==> src/rtl/maze_ray_pkg.sv <==
// Shared widths, encodings and state type for the maze ray-parameter stage.
// Ports: none (package). Provides COORD_W/POS_W/P_W, P_INVALID, axis codes,
// and the get_param FSM state enum.
package maze_ray_pkg;

   localparam int COORD_W = 10;               // origin / direction width
   localparam int POS_W   = 18;               // position / target width
   localparam int P_W     = 10;               // step parameter width
   localparam int ITER_W  = 4;                // divider iteration index width
   localparam int CMP_W   = POS_W + 2;        // width of shifted-divisor compares

   localparam logic [P_W-1:0] P_INVALID = 10'h3FF;

   localparam logic [1:0] AXIS_X   = 2'd0;
   localparam logic [1:0] AXIS_Y   = 2'd1;
   localparam logic [1:0] AXIS_Z   = 2'd2;
   localparam logic [1:0] AXIS_ILL = 2'd3;

   typedef enum logic [1:0] {
      ST_IDLE  = 2'd0,
      ST_CHECK = 2'd1,
      ST_DIV   = 2'd2,
      ST_HOLD  = 2'd3
   } get_param_state_t;

endpackage

==> src/rtl/div_step.sv <==
// One combinational restoring-division step: compare remainder with dir<<i.
// Ports: rem_in/dir/i in; rem_out (remainder after optional subtract) and
// q_bit (quotient bit for position i) out. Purely combinational.
module div_step
   import maze_ray_pkg::*;
(
   input  logic [POS_W-1:0]   rem_in,
   input  logic [COORD_W-1:0] dir,
   input  logic [ITER_W-1:0]  i,
   output logic [POS_W-1:0]   rem_out,
   output logic               q_bit
);

   logic [CMP_W-1:0] shifted;
   logic [CMP_W-1:0] rem_ext;

   always_comb begin
      shifted = {{(CMP_W-COORD_W){1'b0}}, dir} << i;
      rem_ext = {2'b00, rem_in};
      q_bit   = (rem_ext >= shifted);
      rem_out = rem_in;
      // When the bit is set, shifted <= rem_in < 2^POS_W, so its low bits
      // carry the whole subtrahend.
      if (q_bit) begin
         rem_out = rem_in - shifted[POS_W-1:0];
      end
   end

endmodule

==> src/rtl/get_param.sv <==
// Solves dir*p + ori = target on one axis: p = floor((target-ori)/dir).
// Ports: clk/rst; in_valid/in_ready request with axis, ori_*, dir_*, target;
// out_valid/out_ready result with out_p, out_rem, out_exact, out_err.
// Latency 1 edge for errors, 11 edges otherwise; result held until accepted.
module get_param
   import maze_ray_pkg::*;
(
   input  logic               clk,
   input  logic               rst,
   input  logic               in_valid,
   output logic               in_ready,
   input  logic [1:0]         axis,
   input  logic [COORD_W-1:0] ori_x,
   input  logic [COORD_W-1:0] ori_y,
   input  logic [COORD_W-1:0] ori_z,
   input  logic [COORD_W-1:0] dir_x,
   input  logic [COORD_W-1:0] dir_y,
   input  logic [COORD_W-1:0] dir_z,
   input  logic [POS_W-1:0]   target,
   output logic               out_valid,
   input  logic               out_ready,
   output logic [P_W-1:0]     out_p,
   output logic [P_W-1:0]     out_rem,
   output logic               out_exact,
   output logic               out_err
);

   get_param_state_t state, state_nxt;

   // Request captured in IDLE
   logic [1:0]         lat_axis;
   logic [COORD_W-1:0] lat_ori;
   logic [COORD_W-1:0] lat_dir;
   logic [POS_W-1:0]   lat_target;

   // Divider working registers
   logic [POS_W-1:0]   rem;
   logic [P_W-1:0]     quo;
   logic [ITER_W-1:0]  cnt;

   // Combinational helpers
   logic [POS_W:0]         diff;      // signed: MSB set means target < ori
   logic [COORD_W+P_W-1:0] limit;     // dir << 10, first quotient that overflows
   logic                   chk_err;
   logic [POS_W-1:0]       rem_nxt;
   logic                   q_bit;
   logic [P_W-1:0]         quo_nxt;
   logic [COORD_W-1:0]     sel_ori;
   logic [COORD_W-1:0]     sel_dir;

   always_comb begin
      sel_ori = '0;
      sel_dir = '0;
      case (axis)
         AXIS_X: begin sel_ori = ori_x; sel_dir = dir_x; end
         AXIS_Y: begin sel_ori = ori_y; sel_dir = dir_y; end
         AXIS_Z: begin sel_ori = ori_z; sel_dir = dir_z; end
         default: begin sel_ori = '0; sel_dir = '0; end
      endcase
   end

   always_comb begin
      diff    = {1'b0, lat_target} - {{(POS_W+1-COORD_W){1'b0}}, lat_ori};
      limit   = {lat_dir, {P_W{1'b0}}};
      // A non-negative diff at or above dir<<10 would need an 11th quotient bit.
      chk_err = (lat_axis == AXIS_ILL) || (lat_dir == '0) || diff[POS_W]
                || ({1'b0, diff} >= limit);
   end

   div_step u_div_step (
      .rem_in  (rem),
      .dir     (lat_dir),
      .i       (cnt),
      .rem_out (rem_nxt),
      .q_bit   (q_bit)
   );

   always_comb begin
      quo_nxt = quo | ({{(P_W-1){1'b0}}, q_bit} << cnt);
   end

   // State register
   always_ff @(posedge clk or posedge rst) begin
      if (rst) begin
         state <= ST_IDLE;
      end else begin
         state <= state_nxt;
      end
   end

   // Next state and handshake outputs
   always_comb begin
      state_nxt = state;
      in_ready  = 1'b0;
      out_valid = 1'b0;
      case (state)
         ST_IDLE: begin
            in_ready = 1'b1;
            if (in_valid) state_nxt = ST_CHECK;
         end
         ST_CHECK: begin
            state_nxt = chk_err ? ST_HOLD : ST_DIV;
         end
         ST_DIV: begin
            if (cnt == '0) state_nxt = ST_HOLD;
         end
         ST_HOLD: begin
            out_valid = 1'b1;
            if (out_ready) state_nxt = ST_IDLE;
         end
         default: state_nxt = ST_IDLE;
      endcase
   end

   // Datapath
   always_ff @(posedge clk or posedge rst) begin
      if (rst) begin
         lat_axis   <= '0;
         lat_ori    <= '0;
         lat_dir    <= '0;
         lat_target <= '0;
         rem        <= '0;
         quo        <= '0;
         cnt        <= '0;
         out_p      <= '0;
         out_rem    <= '0;
         out_exact  <= 1'b0;
         out_err    <= 1'b0;
      end else begin
         case (state)
            ST_IDLE: begin
               if (in_valid) begin
                  lat_axis   <= axis;
                  lat_ori    <= sel_ori;
                  lat_dir    <= sel_dir;
                  lat_target <= target;
               end
            end
            ST_CHECK: begin
               if (chk_err) begin
                  out_p     <= P_INVALID;
                  out_rem   <= '0;
                  out_exact <= 1'b0;
                  out_err   <= 1'b1;
               end else begin
                  rem <= diff[POS_W-1:0];
                  quo <= '0;
                  cnt <= ITER_W'(P_W - 1);
               end
            end
            ST_DIV: begin
               rem <= rem_nxt;
               quo <= quo_nxt;
               cnt <= cnt - 1'b1;
               if (cnt == '0) begin
                  // Final remainder is below dir, so it fits the P_W-wide port.
                  out_p     <= quo_nxt;
                  out_rem   <= rem_nxt[P_W-1:0];
                  out_exact <= (rem_nxt == '0);
                  out_err   <= 1'b0;
               end
            end
            default: ;
         endcase
      end
   end

endmodule
==> config.mk <==
export PLATFORM = sky130hd
export DESIGN_NAME = get_param
export DESIGN_NICKNAME = d
export VERILOG_FILES = /design/src/rtl/maze_ray_pkg.sv /design/src/rtl/div_step.sv /design/src/rtl/get_param.sv
export SDC_FILE = /design/constraint.sdc
export NUM_CORES = 1
export LEC_CHECK = 0
export CAP_MARGIN = 25
export CORE_MARGIN = 5
export CORE_UTILIZATION = 60
export DETAILED_ROUTE_END_ITERATION = 8
export DONT_BUFFER_PORTS = 1
export PLACE_DENSITY = 0.86
export SLEW_MARGIN = 20
export SYNTH_ARGS = -nofsm -noshare
export SYNTH_HDL_FRONTEND = slang
export SYNTH_HIERARCHICAL = 1
export SYNTH_SLANG_ARGS = --single-unit
==> constraint.sdc <==
create_clock -name clk -period 6.2 [get_ports clk]
set_input_delay 0.62 -clock clk [delete_from_list [all_inputs] [get_ports clk]]
set_output_delay 0.62 -clock clk [all_outputs]
set_load 0.03 [all_outputs]
==> summary.txt, run 1 <==
Detailed routing
  • Iter 0 DRT Violations: 493
  • DR vias/cell: 6.502
  • Number of remaining DRC errors: 0
  • Drt wl/cell: 20.38 µm
  • Post-Route WL: 18260 µm
  • Post-route ant nets: 0
  • Via Count: 5826
  • Drt first pass iters: 5

Worst setup path
  • Crit-path slowest cell: and3_1
  • Crit path top cell by count: ha_1
  • Crit path DAT: approximately 5400 ps
  • Worst path max stage delay: 650 ps
  • CP startpoint kind: register
  • Critical path, cell by cell: ha_1 > inv_1 > fa_1 > a21o_1 > a221oi_2 > o31a_1 > nand2_1 > xnor2_1 > ha_1 > and4_1 > o21ai_0 > a31oi_1 > a2111o_1 > inv_2 > nand3_2 > and3_1 > a22o_1
  • WP data required: roughly 6400 ps
  • Kind of critical path: register to register
  • Cell count along the critical path: 17
  • FF-to-FF path depth: 17
  • CP max FO: 20
  • CP delay by family, top: compound AO/OA/AOI/OAI gates
  • CP bufs+invs: 2
  • Flop2flop setup slack: 1010 ps
  • Worst Setup End Kind: register

Floorplanning
  • Initial Util: 0.6048
  • Vert. Die Dim: 119.6 µm
  • DIE AREA: 0.01430 mm²
  • Die X: 119.6 µm
  • Core area: ~0.012 mm²
  • Row count: 40
  • I/O pin cnt: approximately 110

Place
  • Port Buf Inserts: 0
  • Final HPWL DP: 14030 µm
  • Placed Instance Area: ~0.007 mm²
  • Gp weighted congestion: 0.8886

STA
  • RSZ-0062 raised after global routing: no
  • Setup TNS: 0 ps
  • WHS: 187.9 ps
  • Worst Max-Slew Pin Slew: 1027 ps
  • Max Fclk: 192.7 MHz
  • Skew final: 11.29 ps
  • Tmin final: 5189 ps
  • Endpoints failing setup: 0
  • Fin crit share: 0.8369
  • Slew Viols, Final: 0
  • Final hold vios: 0
  • Slew headroom: 0.3152

CTS
  • Max Root-Sink Buffers: 2
  • Clk_lat worst skew: 360 ps
  • # resized after CTS: 0
  • Root Driver: clkbuf_16
  • Number of setup buffers added after CTS: 0
  • TritonCTS clock tree: done
  • Clk sinks: 96
  • CTS clk-pin slew, worst paths: about 70 ps
  • Num CTS Buffers: 9
  • H-tree Lvls: 3
  • Hold Buf Count CTS: 0

Run
  • Maxcap violations: 0

Synth
  • Synth unique cells: 81
  • Async S/R FF share, synth: 1.000
  • Synth Cell Area: 0.007204 mm²
  • Largest cells by area after synthesis: dfrtp_1, ha_1, mux2i_1
  • Area share of the largest cell type after synthesis: 0.3334
  • Post-Syn Nets: 895
  • Post-synth top area cell: dfrtp_1
  • Post-Syn Area per Cell: 9.393 µm²
  • Sequential fraction of the synthesis area: 0.3334
  • Mapped Cells: 767
  • Ys Warns: 6
  • #FFs+latches synth: 96
  • Main flop type after synthesis: dfrtp_1
  • Post-synth EDFFs: 0

Final layout
  • Finished Cell Area: 0.007523 mm²
  • P&R area growth vs syn: 4.429%
  • Post-Route Utilization: 0.6316
  • Final Net Count: 872
  • Share of cells above drive strength 1: 0.1255
  • Ant diodes: 0

Global route
  • Antenna violations before repair: 0
  • Largest net degree at the start of global routing: 61
  • Total gr overflow: 0
  • GRT Util Overall: 0.2560
  • First-pass GRT wire length: 29730 µm
  • Vias in the first global route: roughly 5800

Status
  • Status: complete, no violations

Hold path
  • Min-delay worst type: primary input to async pin
state kept, by name, summed over array words and instances (netlist names):
name	cells
lat_target	18
rem	18
lat_dir	10
lat_ori	10
out_p	10
out_rem	10
quo	10
cnt	4
lat_axis	2
state	2
out_err	1
out_exact	1
worst reg2reg max path, cell delays in order, from the launching register on:
cell and delay [ps]:
dfrtp_1 410, ha_1 220, inv_1 70, fa_1 400, a21o_1 200, a221oi_2 360, o31a_1 350, nand2_1 120
xnor2_1 380, ha_1 320, and4_1 170, o21ai_0 90, a31oi_1 100, a2111o_1 430, inv_2 100, nand3_2 370
and3_1 660, a22o_1 310
layout by cell type, fill, tap and decap left out, types with 11 or more instances in the layout:
cell / instances
and3_1: 11
nor3_1: 11
ha_1: 42
dfrtp_1: 96
a21oi_1: 60
mux2_2: 32
xnor2_1: 18
nor2_1: 56
a211oi_1: 18
inv_1: 39
mux2i_1: 44
o21ai_0: 46
nand2_1: 68
stage by stage:
stage / instances / setup WS [ps]
after floorplan: 767 / 1610
after global placement: 880 / 1340
after detailed placement: 880 / 1107
after CTS: 896 / 1078
after global routing: 896 / 714.4
final: 896 / 1011
final timing paths:
| path | start | end |
|---|---|---|
| worst min register to register | rem[0]$_DFFE_PP0P_ | rem[0]$_DFFE_PP0P_ |
| min in group clk | target[9] | lat_target[9]$_DFFE_PP0P_ |
| max in group asynchronous | rst | out_rem[3]$_DFFE_PP0P_ |
| worst max-delay path | lat_ori[0]$_DFFE_PP0P_ | out_rem[6]$_DFFE_PP0P_ |
| worst min-delay path | rst | lat_ori[2]$_DFFE_PP0P_ |
| worst max register to register | lat_ori[0]$_DFFE_PP0P_ | out_rem[6]$_DFFE_PP0P_ |
synthesized netlist by cell type (11+ instances only):
cell type and n:
clkbuf_1 14, nor2_1 56, mux2i_1 44, a211oi_1 18, ha_1 42, o21ai_0 46, inv_1 40, mux2_2 32
and3_1 11, nor3_1 11, nand2_1 69, a21oi_1 60, dfrtp_1 96, xnor2_1 18
cells by family after synthesis:
| family | count (synthesis) | synth area share |
|---|---|---|
| and+or+nand+nor | 224 | 0.1626 |
| buffers and inverters | 82 | 0.05453 |
| AOI/OAI and AO/OA | 210 | 0.2063 |
| adders and majority gates | 44 | 0.07850 |
| muxes | 85 | 0.1330 |
| xor gates and xnor gates | 26 | 0.03161 |
| DFF | 96 | 0.3334 |
cell type report:
type                            count  area, µm²
Tap cell                          147      183.9
Clock inverter                      5      85.08
Multi-Input combinational cell    589       4412
Fill cell                         960       4388
Timing Repair Buffer                4      30.03
Sequential cell                    96       2402
Inverter                           44      167.7
Clock buffer                       11      242.7
metal layers:
layer / vias to the layer above / part of all wire / wire, µm / global-route usage
met1: 2809 / 0.43 / 7799 / 0.3370
met2: 234 / 0.49 / 8855 / 0.4283
met4: 0 / 0.018 / 328 / 0.06156
met3: 30 / 0.070 / 1273 / 0.06126
met5: - / 0 / 0 / 0
li1: 2753 / - / - / -
Power of run 1 is not shown: default switching activity piles up to over one toggle a cycle in this logic, so the estimate is an artifact.
==> run 2: changes to the inputs <==
==> constraint.sdc (replaced) <==
create_clock -name clk -period 5.28 [get_ports clk]
set_input_delay 0.528 -clock clk [delete_from_list [all_inputs] [get_ports clk]]
set_output_delay 0.528 -clock clk [all_outputs]
set_load 0.03 [all_outputs]
==> run 2 against run 1 <==
Sequential share of layout area is 0.24 points lower. Critical endpoint is now out_exact$_DFFE_PP0P_. Hold slack got worse by 100 ps. Critical path depth shrank 1. Largest cell class unchanged.
==> summary.txt, run 2 (synthesis results as in run 1) <==
Detailed routing
  • Met2 WL: 8808 µm
  • Iter 0 DRT Violations: 479
  • Metal-1 WL: 7608 µm
  • Met3 Wirelength: roughly 1400 µm
  • Top Metal Used: met4
  • Via Count: 5884
  • DR vias/cell: 6.494
  • Number of remaining DRC errors: 0
  • Drt first pass iters: 5
  • Drt wl/cell: 20.21 µm
  • Post-Route WL: 18310 µm
  • Post-route ant nets: 0

Floorplanning
  • Vert. Die Dim: 119.6 µm
  • Core area: roughly 0.012 mm²
  • DIE AREA: 0.01430 mm²
  • Die X: 119.6 µm
  • I/O pin cnt: 108
  • Row count: 40
  • Initial Util: 0.6048

Worst setup path
  • CP endpoint: out_exact$_DFFE_PP0P_
  • CP startpoint kind: register
  • Worst Setup End Kind: register
  • FF-to-FF path depth: 16
  • R2R Path Start: cnt[0]$_DFFE_PP0P_
  • CP max FO: 11
  • Flop2flop setup slack: 330 ps
  • WP data required: 5570 ps
  • Worst setup path start: cnt[0]$_DFFE_PP0P_
  • Kind of critical path: register to register
  • Reg2reg end: out_exact$_DFFE_PP0P_
  • Crit path DAT: 5250 ps

Final layout
  • P&R area growth vs syn: 5.210%
  • Share of cells above drive strength 1: 0.1383
  • FILL cells: about 970
  • Commonest non-fill, non-tap cell in the layout: dfrtp_1
  • Sequential cell area: ~0.0024 mm²
  • Final Net Count: just under 900
  • Commonest non-fill, non-tap cells in the layout: dfrtp_1, nand2_1, a21oi_1, nor2_1, o21ai_0
  • Ant diodes: 0
  • Multi-input gate area: 0.004412 mm²
  • Largest regs: lat_target x18, rem x18

STA
  • WHS: 83.92 ps
  • Slew headroom: 0.4384
  • Tmin final: 4954 ps
  • Skew final: between 9 and 10 ps
  • Setup TNS: 0 ps
  • Max Fclk: ~200 MHz
  • RSZ-0062 raised after global routing: no
  • Slew Viols, Final: 0
  • Endpoints failing setup: 0
  • Post-route setup slack: 325.6 ps
  • Worst Max-Slew Pin Slew: 842.3 ps
  • Fin crit share: 0.9383
  • Final hold vios: 0

Global route
  • GRT Util Overall: 0.2573
  • Total gr overflow: 0
  • Largest net degree at the start of global routing: 61
  • First-pass GRT wire length: a little under 30000 µm
  • Vias in the first global route: 6001
  • Antenna violations before repair: 0

CTS
  • Number of setup buffers added after CTS: 0
  • Clk sinks: 96
  • CTS clk-pin slew, worst paths: 70 ps
  • # resized after CTS: 0
  • Root Driver: clkbuf_16
  • H-tree Lvls: 3
  • TritonCTS clock tree: done
  • Clk_lat worst skew: 360 ps
  • Num CTS Buffers: 9
  • Hold Buf Count CTS: 0
  • Max Root-Sink Buffers: 2

Hold path
  • Min-delay worst type: primary input to async pin

Status
  • Status: complete, no violations

Place
  • Gp weighted congestion: 0.9079
  • Pre-CTS worst setup slack: 419.1 ps
  • Port Buf Inserts: 0
  • Final HPWL DP: approximately 14000 µm

Run
  • Maxcap violations: 0
-- run 2: metal layers --
layer | vias up | global-route usage
met3 | 37 | 0.06880
met2 | 239 | 0.4297
met4 | 0 | 0.09234
li1 | 2776 | -
met5 | - | 0
met1 | 2832 | 0.3217
-- run 2: how the worst min path moves through the flow --
stage                                   to  cells after the start  slack [ps]          startpoint
global route        lat_ori[2]$_DFFE_PP0P_                      1         120                 rst
finish              lat_ori[2]$_DFFE_PP0P_                      1          80                 rst
CTS                 lat_ori[2]$_DFFE_PP0P_                      1         100                 rst
detailed placement      quo[4]$_DFFE_PP0P_                      1         480  quo[4]$_DFFE_PP0P_
floorplan               rem[0]$_DFFE_PP0P_                      1         450  rem[0]$_DFFE_PP0P_
global placement        quo[9]$_DFFE_PP0P_                      2         460  quo[9]$_DFFE_PP0P_
-- run 2: stage by stage --
step	util	cell area, µm²	instances
final	0.6363	7580	906
after global routing	0.6363	7580	906
after CTS	0.6363	7580	906
after detailed placement	0.6104	7271	890
after global placement	0.6104	7271	890
after floorplan	-	7204	767
-- run 2: critical path: stages, from the launching register on --
cell and delay [ps]:
dfrtp_1 630, mux4_2 610, mux2i_1 240, nor2b_1 70
a21oi_1 130, ha_1 340, and3_4 220, and2_4 160
nor4b_4 120, or3_4 340, o31ai_4 380, buf_4 270
mux2_2 370, or4_1 420, nor4_1 250, nand4_1 160
o2bb2ai_1 170
-- run 2: area by class of cell --
class,count,share of cell area
clock inverter,7,0.01106
inverter,44,0.02212
tap,147,0.02427
sequential,96,0.3169
clock buffer,9,0.02971
multi-input combinational,589,0.5820
timing repair buffer,14,0.01387
Power of run 2 is left out for the same reason.
==> run 3: changes to the inputs <==
--- a/config.mk
+++ b/config.mk
@@ -5,7 +5,7 @@
 export SDC_FILE = /design/constraint.sdc
 export NUM_CORES = 1
 export LEC_CHECK = 0
-export CAP_MARGIN = 25
+export CAP_MARGIN = 30
 export CORE_MARGIN = 5
 export CORE_UTILIZATION = 60
 export DETAILED_ROUTE_END_ITERATION = 8
==> results of run 3 <==
Final layout, timing and power as in run 2 (identical DEF).
Power of run 3 is left out for the same reason.
==> variant 1 (flow settings as in run 2) <==
Register the output `out_err` once more, cleared by the reset; this adds one clock of latency there. The other outputs are not delayed to match.
--- a/src/rtl/get_param.sv
+++ b/src/rtl/get_param.sv
@@ -26,2 +26,4 @@
 );
+
+   logic out_err_s0;
 
@@ -127,3 +129,3 @@
          out_exact  <= 1'b0;
-         out_err    <= 1'b0;
+         out_err_s0 <= 1'b0;
       end else begin
@@ -143,3 +145,3 @@
                   out_exact <= 1'b0;
-                  out_err   <= 1'b1;
+                  out_err_s0 <= 1'b1;
                end else begin
@@ -159,3 +161,3 @@
                   out_exact <= (rem_nxt == '0);
-                  out_err   <= 1'b0;
+                  out_err_s0 <= 1'b0;
                end
@@ -167,2 +169,10 @@
 
+   always_ff @(posedge clk or posedge rst) begin
+      if (rst) begin
+         out_err <= '0;
+      end else begin
+         out_err <= out_err_s0;
+      end
+   end
+
 endmodule
Behaviour: not the same (Yosys sat finds a counterexample within 4 cycles, from zero or initial values and one cycle with rst high).
==> variant 1 against run 2 <==
- synthesized cell count increased by 4.7%
- final area increased by 3.0%
- sequential cell count increased by 1
- global-route usage increased by 3.2 points
- first-iteration DRC count increased by 35%
- routed wire length increased by 12%
- non-clock buffer count increased by 2
- synthesized area increased by 2.8%
- setup slack improved by 0.055 ns
- critical path type unchanged
- critical endpoint is now cnt[1]
- largest cell class unchanged
Power is left out: the tool's default activity adds up to more than one toggle a clock period on the data nets, which glitch-free logic cannot reach.
==> variant 1: results <==
status:
  outcome: "finished, final reports clean"
synth:
  synthAdderAreaFrac_pct: 7.635
  syn_nets: 931
  yosys.area_share.xor_xnor_pct: 2.838
  synth_top_area_share_pct: 32.77
  ys_top_cells_by_area: "dfrtp_1, ha_1, mux2_2, mux2i_1, a21oi_1"
  seq_area_frac_synth_pct: 32.77
  synth_compound_area_share_pct: 18.94
  yosys-mux-area-fraction_pct: 16.00
  yosys-top-cells-count: "dfrtp_1, a21oi_1, nor2_1"
setup_path:
  cp.arrival_ns: 5.13
  crit_family: "compound AO/OA/AOI/OAI gates"
  critPathMaxStageDelay_ns: 0.42
  cp_max_fo: 27
  critPathSlowestCell: "a21oi_1"
finish:
  seq_cells: 97
  final_area_mm2: 0.007810
  regArea_mm2: 0.002427
  multi_input_area_share_pct: 58.67
  buffer_area_share_pct: 1.538
  multi_input_cells: 611
  nFillCells: 952
  final-clk-cell-share_pct: 3.541
  layout-drive-gt1-share_pct: 14.45
  nNonClkInverters: 51
global_route:
  grt_pass1_wl_mm: 33.18
  track_usage_pct: 28.89
placement:
  dpl.hpwl_mm: 15.67
  placed_area_mm2: 0.007531
  gp_congestion: 0.9490
floorplanning:
  die_area_mm2: 0.01467
cts:
  clk_latency_ns: 0.36
timing:
  relSlewSlack_pct: 51.09
  skew_ns: 0.006808
route:
  wl_mm: 20.56
  dr_total_vias: 6300
variant 1: metal layers:
layer  global-route usage (%)  share of wire (%)  up-vias
met1                    36.90                 40     3032
met2                    47.06                 48      311
met3                    6.527                7.8       56
li1                         -                  -     2901
met5                        0                  0        -
met4                    12.46                3.4        0
variant 1: path summary, 6_finish.rpt:
| check | slack [ns] | endpoint | startpoint |
|---|---|---|---|
| max in group asynchronous | 4.11 | rem[11] | rst |
| hold reg to reg | 0.40 | out_err | out_err_s0 |
| min in group clk | 0.32 | lat_target[11] | target[11] |
| hold / removal | 0.07 | lat_ori[1] | rst |
| setup / recovery | 0.38 | cnt[1] | lat_target[0] |
| setup reg to reg | 0.38 | cnt[1] | lat_target[0] |
variant 1: through the flow:
step	hold WS (ns)	setup WS, ns	cells
finish	0.06594	0.3809	957
global route	0.1038	0.1007	957
CTS	0.07761	0.4434	957
detailed placement	0.3827	0.4962	943
global placement	0.3639	0.6149	942
floorplan	0.3544	0.8066	803
==> variant 2 (config.mk and constraints of run 2) <==
Without the edit above. Set the package constant `POS_W` to 16 (it was 18).
--- a/src/rtl/maze_ray_pkg.sv
+++ b/src/rtl/maze_ray_pkg.sv
@@ -6,3 +6,3 @@
    localparam int COORD_W = 10;               // origin / direction width
-   localparam int POS_W   = 18;               // position / target width
+   localparam int POS_W   = 16;               // position / target width
    localparam int P_W     = 10;               // step parameter width
Ports: changed (resized target); port bits go from 108 to 106. No check against the original RTL was run, so the function may have changed too.
==> variant 2 against run 2 <==
- sequential cell count is 4 lower
- via count is 9.5% higher
- first-iteration DRC count is 30% higher
- utilization hardly changed
- setup slack worse by 0.12 ns
- synthesized area is 0.35% higher
- routed wire length is 6.5% higher
- global-route usage is 1.3 points higher
- final area hardly changed
Power is not shown: default switching activity piles up to over one toggle a cycle in this logic, so the estimate is an artifact.
==> variant 2: results <==
status:
  outcome: "finished, final reports clean"
timing:
  setup_tns_ns: 0
  skew_ns: 0.007432
  relSlewSlack_pct: 37.31
  fin_crit_ns: 5.070
  maxSlewViolCount: 0
setup_path:
  critPathSlowestCell: "o311a_4"
  reg2reg_depth: 19
  cp_max_fo: 9
  crit_family: "compound AO/OA/AOI/OAI gates"
  critPathMaxStageDelay_ns: 0.41
  r2r_start: "lat_target[0]"
  reg2reg_to: "cnt[0]"
  crit_type: "flip-flop to flip-flop"
  cp.arrival_ns: 5.28
  rrSetupSlack_ns: 0.21
synth:
  ys_top_cells_by_area: "dfrtp_1, mux2_2, ha_1, a21oi_1, mux2i_1"
  syn_nets: 934
  synthAdderAreaFrac_pct: 7.130
  seq_area_frac_synth_pct: 31.84
  yosysWarnings: 6
  yosys.area_share.xor_xnor_pct: 2.423
  synth_compound_area_share_pct: 23.55
  synthFlopType: "dfrtp_1"
  yosys-top-cells-count: "dfrtp_1, nor2_1, nand2_1"
  async_flop_share_pct: 100.0
  yosys-mux-area-fraction_pct: 13.46
placement:
  io_buffers: 0
  dpl.hpwl_mm: 14.77
  pre_cts_slack_ns: 0.2603
  gp_congestion: 0.8895
global_route:
  grt_pass1_vias: 6349
  grt_max_degree: 59
  grt_pass1_wl_mm: 31.88
  track_usage_pct: 27.05
  grt_antenna_before_repair: 0
finish:
  layout-drive-gt1-share_pct: 13.85
  nFillCells: 953
  nNetsFinal: 911
  insertedDiodeCount: 0
  top_regs: "lat_target: 16 flops, rem: 16 flops"
route:
  post-route-drc-count: 0
  wl_per_cell_um: 20.72
  dr_total_vias: 6442
  dr.first_iter.drc_count: 624
  drtPass1Iterations: 5
cts:
  cts_max_level: 3
  clk_latency_ns: 0.35
  cts_buffers: 9
  cts-resized-gates: 0
  clock_path_buffers: 2
  post-cts-setup-buffers: 0
  path_clk_slew_ns: 0.06
worst_hold_path:
  hold_class: "primary input to async pin"
## variant 2: metrics by stage
step,hold WS (ns),utilization [%],std cells,cell area [um2]
floorplan,0.4563,-,812,7229
global placement,0.4918,61.23,924,7293
detailed placement,0.4989,61.29,925,7301
CTS,0.1699,63.64,941,7581
global route,0.2087,63.67,941,7584
finish,0.1367,63.67,941,7584
## variant 2: worst min-delay path by stage
stage,start,endpoint,slack [ns],cells after the start
4_1_cts,rst,state[0],0.17,1
3_5_place_dp,lat_axis[0],lat_axis[0],0.50,1
6_report,rst,lat_target[7],0.14,1
2_1_floorplan,lat_ori[0],lat_ori[0],0.46,2
3_3_place_gp,lat_target[0],lat_target[0],0.49,1
5_1_grt,rst,lat_target[6],0.21,1
## variant 2: cell families (layout without fill, tap and decap cells)
family                     count (synthesis)  count (layout)
DFF                                       92              92
adders and majority gates                 40              40
xor gates and xnor gates                  20              20
AOI/OAI and AO/OA                        235             235
buffers and inverters                    103              85
and+or+nand+nor                          239             239
muxes                                     83              83
## variant 2: cell type report
class	instances	area (um2)	area share (%)
inverter	54	203.9	2.689
timing repair buffer	15	112.6	1.485
sequential	92	2302	30.36
clock buffer	11	242.7	3.201
tap	147	183.9	2.425
clock inverter	5	37.54	0.4950
multi-input combinational	617	4501	59.35
## variant 2: metal layers
layer / part of all wire (%) / global-route usage, % / wire length [um] / vias up
li1: - / - / - / 2957
met1: 41 / 36.15 / 8051 / 3071
met2: 47 / 44.63 / 9169 / 353
met3: 8.8 / 5.090 / 1706 / 61
met4: 2.9 / 8.590 / 567 / 0
met5: 0 / 0 / 0 / -
